### src/rtl/i2c_master_seq.sv
// Single-master I2C sequencer: one single-byte read or write per request.
// START, address+R/W, ACK, data byte, ACK/NACK, STOP on open-drain SCL/SDA.
module i2c_master_seq #(
  parameter int unsigned CLK_DIV = 4
) (
  input  logic       clk,
  input  logic       reset,
  input  logic       req,
  input  logic [6:0] addr,
  input  logic       rw,
  input  logic [7:0] wdata,
  output logic       ready,
  output logic       done,
  output logic       nack,
  output logic [7:0] rdata,
  output logic       busy,
  input  logic       scl_in,
  input  logic       sda_in,
  output logic       scl_oe,
  output logic       sda_oe
);

  localparam logic [15:0] CNT_MAX = 16'(CLK_DIV - 1);

  typedef enum logic [3:0] {
    S_IDLE, S_START, S_ADDR, S_AACK, S_WDATA,
    S_DACK, S_RDATA, S_MACK, S_STOP, S_DONE
  } state_t;

  state_t      state, nstate;
  logic [1:0]  q, nq;
  logic [2:0]  bitc, nbitc;
  logic [15:0] cnt;
  logic [7:0]  a_byte, w_byte, rx;
  logic        rw_l, ack_smp;
  logic        hold, tick, accept, bitval, n_scl, n_sda;

  // Next bus position; outputs are registered from it so lines change
  // on the same edge that enters a quarter.
  always_comb begin
    hold   = !scl_oe && !scl_in;
    tick   = (cnt == CNT_MAX) && !hold;
    accept = ready && req && scl_in && sda_in;
    nstate = state;
    nq     = q;
    nbitc  = bitc;
    case (state)
      S_IDLE: begin
        if (accept) begin
          nstate = S_START;
          nq     = '0;
          nbitc  = '0;
        end
      end
      S_DONE: nstate = S_IDLE;
      default: begin
        if (tick) begin
          nq = q + 2'd1;
          if (q == 2'd3) begin
            case (state)
              S_START: nstate = S_ADDR;
              S_ADDR: begin
                nbitc = bitc + 3'd1;
                if (bitc == 3'd7) nstate = S_AACK;
              end
              S_AACK:  nstate = ack_smp ? S_STOP : (rw_l ? S_RDATA : S_WDATA);
              S_WDATA: begin
                nbitc = bitc + 3'd1;
                if (bitc == 3'd7) nstate = S_DACK;
              end
              S_RDATA: begin
                nbitc = bitc + 3'd1;
                if (bitc == 3'd7) nstate = S_MACK;
              end
              S_DACK, S_MACK: nstate = S_STOP;
              S_STOP:  nstate = S_DONE;
              default: nstate = S_IDLE;
            endcase
          end
        end
      end
    endcase
  end

  always_comb begin
    case (nstate)
      S_ADDR:  bitval = a_byte[3'd7 - nbitc];
      S_WDATA: bitval = w_byte[3'd7 - nbitc];
      default: bitval = 1'b1;
    endcase
    n_scl = 1'b0;
    n_sda = 1'b0;
    case (nstate)
      S_START: begin
        n_scl = (nq == 2'd3);
        n_sda = nq[1];
      end
      S_STOP: begin
        n_scl = (nq == 2'd0);
        n_sda = !nq[1];
      end
      S_ADDR, S_AACK, S_WDATA, S_DACK, S_RDATA, S_MACK: begin
        n_scl = !nq[1];
        n_sda = !bitval;
      end
      default: ;
    endcase
  end

  always_ff @(posedge clk) begin
    if (reset) begin
      state   <= S_IDLE;
      q       <= '0;
      bitc    <= '0;
      cnt     <= '0;
      a_byte  <= '0;
      w_byte  <= '0;
      rx      <= '0;
      rw_l    <= 1'b0;
      ack_smp <= 1'b0;
      ready   <= 1'b1;
      done    <= 1'b0;
      nack    <= 1'b0;
      rdata   <= '0;
      busy    <= 1'b0;
      scl_oe  <= 1'b0;
      sda_oe  <= 1'b0;
    end else begin
      state <= nstate;
      q     <= nq;
      bitc  <= nbitc;
      if (state == S_IDLE || state == S_DONE || tick)
        cnt <= '0;
      else if (!hold)
        cnt <= cnt + 16'd1;
      if (accept) begin
        a_byte  <= {addr, rw};
        w_byte  <= wdata;
        rw_l    <= rw;
        nack    <= 1'b0;
        ack_smp <= 1'b0;
      end
      // SDA is sampled on the edge that ends q2 (SCL high)
      if (tick && q == 2'd2) begin
        case (state)
          S_AACK, S_DACK: begin
            ack_smp <= sda_in;
            if (sda_in) nack <= 1'b1;
          end
          S_RDATA: rx <= {rx[6:0], sda_in};
          default: ;
        endcase
      end
      if (state == S_STOP && nstate == S_DONE && rw_l && !nack)
        rdata <= rx;
      ready  <= (nstate == S_IDLE);
      busy   <= (nstate != S_IDLE);
      done   <= (nstate == S_DONE);
      scl_oe <= n_scl;
      sda_oe <= n_sda;
    end
  end

endmodule

### config.mk
export PLATFORM = sky130hd
export DESIGN_NAME = i2c_master_seq
export DESIGN_NICKNAME = d
export VERILOG_FILES = /design/src/rtl/i2c_master_seq.sv
export SDC_FILE = /design/constraint.sdc
export NUM_CORES = 1
export LEC_CHECK = 0
export ABC_AREA = 1
export CAP_MARGIN = 20
export CORE_ASPECT_RATIO = 1.75
export CORE_MARGIN = 5
export CORE_UTILIZATION = 50
export DETAILED_ROUTE_END_ITERATION = 12
export GPL_ROUTABILITY_DRIVEN = 0
export PLACE_DENSITY_LB_ADDON = 0.1
export SETUP_SLACK_MARGIN = 0.05
export SYNTH_ARGS = -nofsm -noshare
export SYNTH_HDL_FRONTEND = slang
export SYNTH_SLANG_ARGS = --single-unit
### constraint.sdc
create_clock -name clk -period 2.3 [get_ports clk]
set_clock_uncertainty 0.15 [all_clocks]
set_input_delay 0.69 -clock clk [delete_from_list [all_inputs] [get_ports clk]]
set_output_delay 0.69 -clock clk [all_outputs]
set_load 0.005 [all_outputs]
# After elaboration in Yosys (flattened, before gate mapping)
# Cells that the tools add are included.
# op_classes
addsub,4
n_lt_le_gt_ge,1
n_eq_ne,23
n_mux,32
n_reduce_logical,27
# ops
operator,n
equality test 4 x 3 -> 1 bit (second input constant),8
2-to-1 mux 4 bit,7
case mux 4 bit (7 select lines),1
adder 16 x 1 -> 16 bit (second input constant),1
equality test 16 x 2 -> 1 bit (second input constant),1
equality test 4 x 2 -> 1 bit (second input constant),4
equality test 4 bit (second input constant),4
2-to-1 mux 3 bit,4
logical AND 1 bit,9
2-to-1 mux 1 bit,9
equality test 4 x 1 -> 1 bit (second input constant),2
zero test 4 bit,2
case mux 4 bit (2 select lines),1
binary-select mux 1 bit (select 3 bit),2
equality test 2 bit (second input constant),3
zero test 1 bit,6
2-to-1 mux 2 bit,3
case mux 1 bit (3 select lines),2
case mux 3 bit (2 select lines),1
OR reduction 2 bit,3
OR reduction 6 bit,1
< comparator 3 x 4 -> 1 bit (second input constant),1
case mux 2 bit (2 select lines),1
nonzero test 4 bit,1
other kinds (9),10
# word_totals
ff_bits,65
output_inout_bits,14
elab_cells,103

# Depth between registers and ports, before layout
# Gate-level depths: netlist of run 1.
# depth
ltp_word,12
ltp_mapped,16

# Least setup slack after synthesis of run 1
# OpenSTA, ideal clock, no wires.
# synth_path
path_type,input-to-reg
start,input port req
end,register sda_oe
t_arrival_ps,1984
required_time_ps,2024
path_slack_ps,40
stages,11
cell_sequence,nand4_1 -> clkbuf_1 -> inv_1 -> o21ai_0 -> a21oi_1 -> a21oi_1 -> nand3_1 -> nand3_1 -> nand3_1 -> nand3_1 -> a21oi_1
# synth_between
elab_chain_cells,11
word_cells_on_any_way,27
cone_classes,add/sub: 1; eq/ne: 8; mux: 12; reduce/logical: 6
# synth_rtl
item,line,source
from (decl),8,"input logic req,"
logical AND 1 bit * (3 in a row),43,accept = ready && req && scl_in && sda_in;
2-to-1 mux 3 bit,49,if (accept) begin
case mux 3 bit (2 select lines),47,case (state)
subtractor 3 bit,"87, 88",
"binary-select mux 1 bit (select 3 bit), on equally long branches","88, 87",
"2-to-1 mux 1 bit, on equally long branches","88, 87",
case mux 1 bit (2 select lines),86,case (nstate)
zero test 1 bit,104,n_sda = !bitval;
case mux 1 bit (3 select lines) *,93,case (nstate)
to (signal assigned),160,sda_oe <= n_sda;
to (decl),20,output logic sda_oe
# Mark *: on every way between the ends. The rest lies on a longest branch, timed or not. The select of a mux whose other input is x is not followed.
# A chain may end at the register's enable or synchronous reset.

# Worst setup path in the final report of run 1
# layout_path
start,register state[0]
end,register sda_oe
# layout_between
elab_chain_cells,12
word_cells_on_any_way,43
cone_classes,add/sub: 1; eq/ne: 17; mux: 19; reduce/logical: 6
# layout_rtl
item,line,source
from (decl),30,"state_t state, nstate;"
from (signal assigned),129,state <= nstate;
equality test 4 x 3 -> 1 bit or equality test 4 x 2 -> 1 bit (tied branches),60,case (state)
OR reduction 3 bit (no source line),--,
2-to-1 mux 3 bit,--,
2-to-1 mux 3 bit,59,if (q == 2'd3) begin
2-to-1 mux 3 bit,57,if (tick) begin
case mux 3 bit (2 select lines),47,
subtractor 3 bit,"87, 88",
"binary-select mux 1 bit (select 3 bit), on equally long branches","88, 87",
"2-to-1 mux 1 bit, on equally long branches","88, 87",
case mux 1 bit (2 select lines),86,
zero test 1 bit,104,
case mux 1 bit (3 select lines) *,93,
# Marks and branches as above.

==> reports/results.txt, run 1 <==
status: completed
worst-margin pin slew: 0.413 ns
Filler Cell Count: 491
Distinct cells, synth: 30
Worst Path Required: 2.43 ns
most common cell in the netlist: nand2_1
DR WL/cell: 13.6 µm
clk slew on worst S/H paths: 0.07 ns
period utilization: 96.4%
proportion of layout cells with a drive suffix above 1: 30.8%
Synth top area share: 39.8%
Synth Cell Area: 0.00322 mm²
hold depth: 2
largest net degree at the start of global routing: 28
R2R cell count: 11
max-cap violations: 0
Most used DFF post-synth: dfxtp_1
R2R Path End: sda_oe
total CTS buffers: 9
Max Fclk: 0.451 GHz
H-tree depth: 3
Ports: 35
Syn Nets: 501
FF-to-FF setup slack: 0.08 ns
DRC: 0
Setup violations, final: 0
FFs w/ async S/R, synth: 0%
vias in the first global route: 3172
post-DP HPWL: 6.22 mm
power per cell area: 499 mW/mm²
post-synthesis sequential area ratio: 39.8%
final worst setup slack: 0.0837 ns
Antenna diodes: 0
Data arrival, critical path: 2.34 ns
cells after synthesis: 475
slew margin rel.: 72.5%
non-filler cells, final: 652
initial antenna violation count: 0
CP max stage delay: 0.39 ns
DP Cell Count: 618
Bufs and invs on worst path: 4
Detail Route Antenna Nets: 0
Post-synth EDFFs: 0
P&R area growth vs syn: 45.4%
leakage: 1.88 nW
CTS tree: yes
CP cell instances: inv_1 > nor2_2 > inv_2 > o21ai_4 > clkinvlp_4 > nand2_2 > buf_4 > nand3_1 > o21ai_1 > nand3_2 > a21oi_2
CP delay by family, top: compound AO/OA/AOI/OAI gates
clk buf depth: 2
Post-Syn Area per Cell: 6.78 µm²
Finished Cell Area: 0.00468 mm²
area leader, netlist: dfxtp_1
hold_buf cts: 0
die height: 116 µm
Crit. End Element: register
hold path start: w_byte[6]
global-route wire length before repair: 13.6 mm
worst-skew pair later-pin latency: 0.34 ns
Placement Cell Area: 0.00392 mm²
Die ar.: 0.00821 mm²
total number of vias: 3370
CTS root buffer: clkbuf_8
Critical-path top delay cell: dfxtp_4
Die Wd: 70.7 µm
yosys warns: 0
Worst Hold Class: reg2reg
Starting Density: 51.7%
fin nets: 593
VDD IR-drop max: 0.586 mV
gr ovfl total: 0
vias per cell: 5.17
RSZ-0062 raised after global routing: true
IO buf count: 34
Hold Crit Endpoint: w_byte[6]
row count: 38
Max Slew Vio Count: 0
Critical Path Source Type: register
ranking of synthesized cells by area: dfxtp_1 (40%), nand2_1 (9.6%), nor2_1 (8.5%)
Detailed Route Iter0 Violations: 141
Pre-antenna DRT Iters: 4
dpl ws: -0.732 ns
gr usage total: 21.0%
CORE AREA: 0.00623 mm²
Clock Sinks: 64
Final Hold Fails: 0
fin crit period: 2.22 ns
Crit Path Max Fanout: 8
setup TNS: 0 ns
WL final: 8.89 mm
Synth top cells by count: nand2_1 (82), nor2_1 (73), inv_1 (66)
Yosys reg bits: 64
WS Path Type: reg2reg
r2r startpoint: state[0]
repair_timing:
item	4_1_cts	5_1_grt
endpoints found under the setup margin	40	15
endpoints found under the hold margin	0	0
gates cloned	0	2
buffers inserted	4	12
gates resized for setup	29	102
pin swaps	13	55
through the flow:
| step | utilization, % | power, mW | hold slack (ns) |
|---|---|---|---|
| 2_1_floorplan | - | 1.24 | 0.280 |
| 3_3_place_gp | 62.9 | 1.32 | 0.291 |
| 3_5_place_dp | 62.9 | 1.32 | 0.302 |
| 4_1_cts | 68.0 | 2.34 | 0.313 |
| 5_1_grt | 75.2 | 2.43 | 0.340 |
| 6_report | 75.2 | 2.34 | 0.313 |
layout by cell type (no fill, tap or decap), types with 2 or more instances in the layout:
master,count
a21oi_1,44
nor3_1,5
nor2_2,11
nand3_1,25
ha_4,4
clkinvlp_4,2
buf_6,4
nand3_2,16
inv_4,2
nor2_1,54
o21ai_1,5
xor2_1,2
nand2_4,4
o21ai_4,2
a21oi_2,3
nand2_2,13
nand2_1,70
clkbuf_8,12
nand4_1,7
xnor2_1,2
buf_4,52
dfxtp_4,6
o21ai_2,4
dfxtp_2,11
inv_1,58
nor2_4,11
o211ai_1,2
dfxtp_1,47
inv_2,7
clkdlybuf4s50_1,31
o21ai_0,32
nand3b_1,8
how the worst max path moves through the flow:
stage               startpoint     end  slack, ns  depth (start not counted)
finish                state[0]  sda_oe       0.08                         11
global route            cnt[5]  sda_oe      -0.02                         13
CTS                     scl_in  sda_oe       0.08                         15
detailed placement      scl_in  sda_oe      -0.73                         15
global placement        scl_in  sda_oe      -0.72                         10
floorplan               scl_in  sda_oe       0.06                         15
logic make-up after synthesis:
| group | after synthesis | synth area share (%) |
|---|---|---|
| simple gates | 229 | 31.8 |
| compound gates | 93 | 15.2 |
| buf+inv | 80 | 10.1 |
| flops | 64 | 39.8 |
| fa+ha+maj | 5 | 1.94 |
| xor+xnor | 4 | 1.09 |
area by class of cell:
cell class | instances | area, µm² | area share (%)
multi-input cells | 332 | 1970 | 42.1
flip-flops and latches | 64 | 1320 | 28.1
repair buffers | 92 | 815 | 17.4
inverters | 68 | 264 | 5.64
clock buffers | 12 | 165 | 3.53
well taps | 80 | 100 | 2.14
clock inverters | 4 | 51.3 | 1.10
registers in the layout (all words and copies together) (netlist names), 2 cells and up:
| name | count |
|---|---|
| a_byte | 8 |
| bitc | 3 |
| rdata | 8 |
| state | 4 |
| cnt | 16 |
| rx | 8 |
| w_byte | 8 |
| q | 2 |
power breakdown:
group	switching, mW	internal (mW)	total (mW)	leakage [nW]
combinational	0.0940	0.0923	0.186	1.24
sequential	0.00904	1.12	1.13	0.528
clock	0.434	0.589	1.02	0.109
total	0.537	1.80	2.34	1.88
tightest hold or removal path, delay by kind of cell, from the launching register on:
kind                   cells  cell delay [ns]
buffers and inverters      1             0.06
AO/OA/AOI/OAI              1             0.06
flip-flops                 1             0.30
per-layer routing:
layer / vias to the layer above / part of all wire (%) / track usage (%)
met5: - / 0 / 0
met4: 0 / 5.0 / 11.8
met3: 36 / 3.0 / 4.31
met2: 75 / 56 / 40.9
met1: 1533 / 36 / 20.1
li1: 1726 / - / -
Note: power is estimated with default switching activity, not from simulation.
==> run 2: changes to the inputs <==
--- a/config.mk
+++ b/config.mk
@@ -17,3 +17,4 @@
 export SYNTH_ARGS = -nofsm -noshare
 export SYNTH_HDL_FRONTEND = slang
 export SYNTH_SLANG_ARGS = --single-unit
+export TNS_END_PERCENT = 100
==> results of run 2 <==
The final DEF is identical to that of run 1; final timing and power are the same.
==> run 3: changes to the inputs <==
--- a/config.mk
+++ b/config.mk
@@ -10,6 +10,7 @@
 export CORE_ASPECT_RATIO = 1.75
 export CORE_MARGIN = 5
 export CORE_UTILIZATION = 50
+export CTS_BUF_LIST = sky130_fd_sc_hd__clkbuf_4 sky130_fd_sc_hd__clkbuf_8
 export DETAILED_ROUTE_END_ITERATION = 12
 export GPL_ROUTABILITY_DRIVEN = 0
 export PLACE_DENSITY_LB_ADDON = 0.1
==> results of run 3 <==
The final DEF is identical to that of run 1; final timing and power are the same.
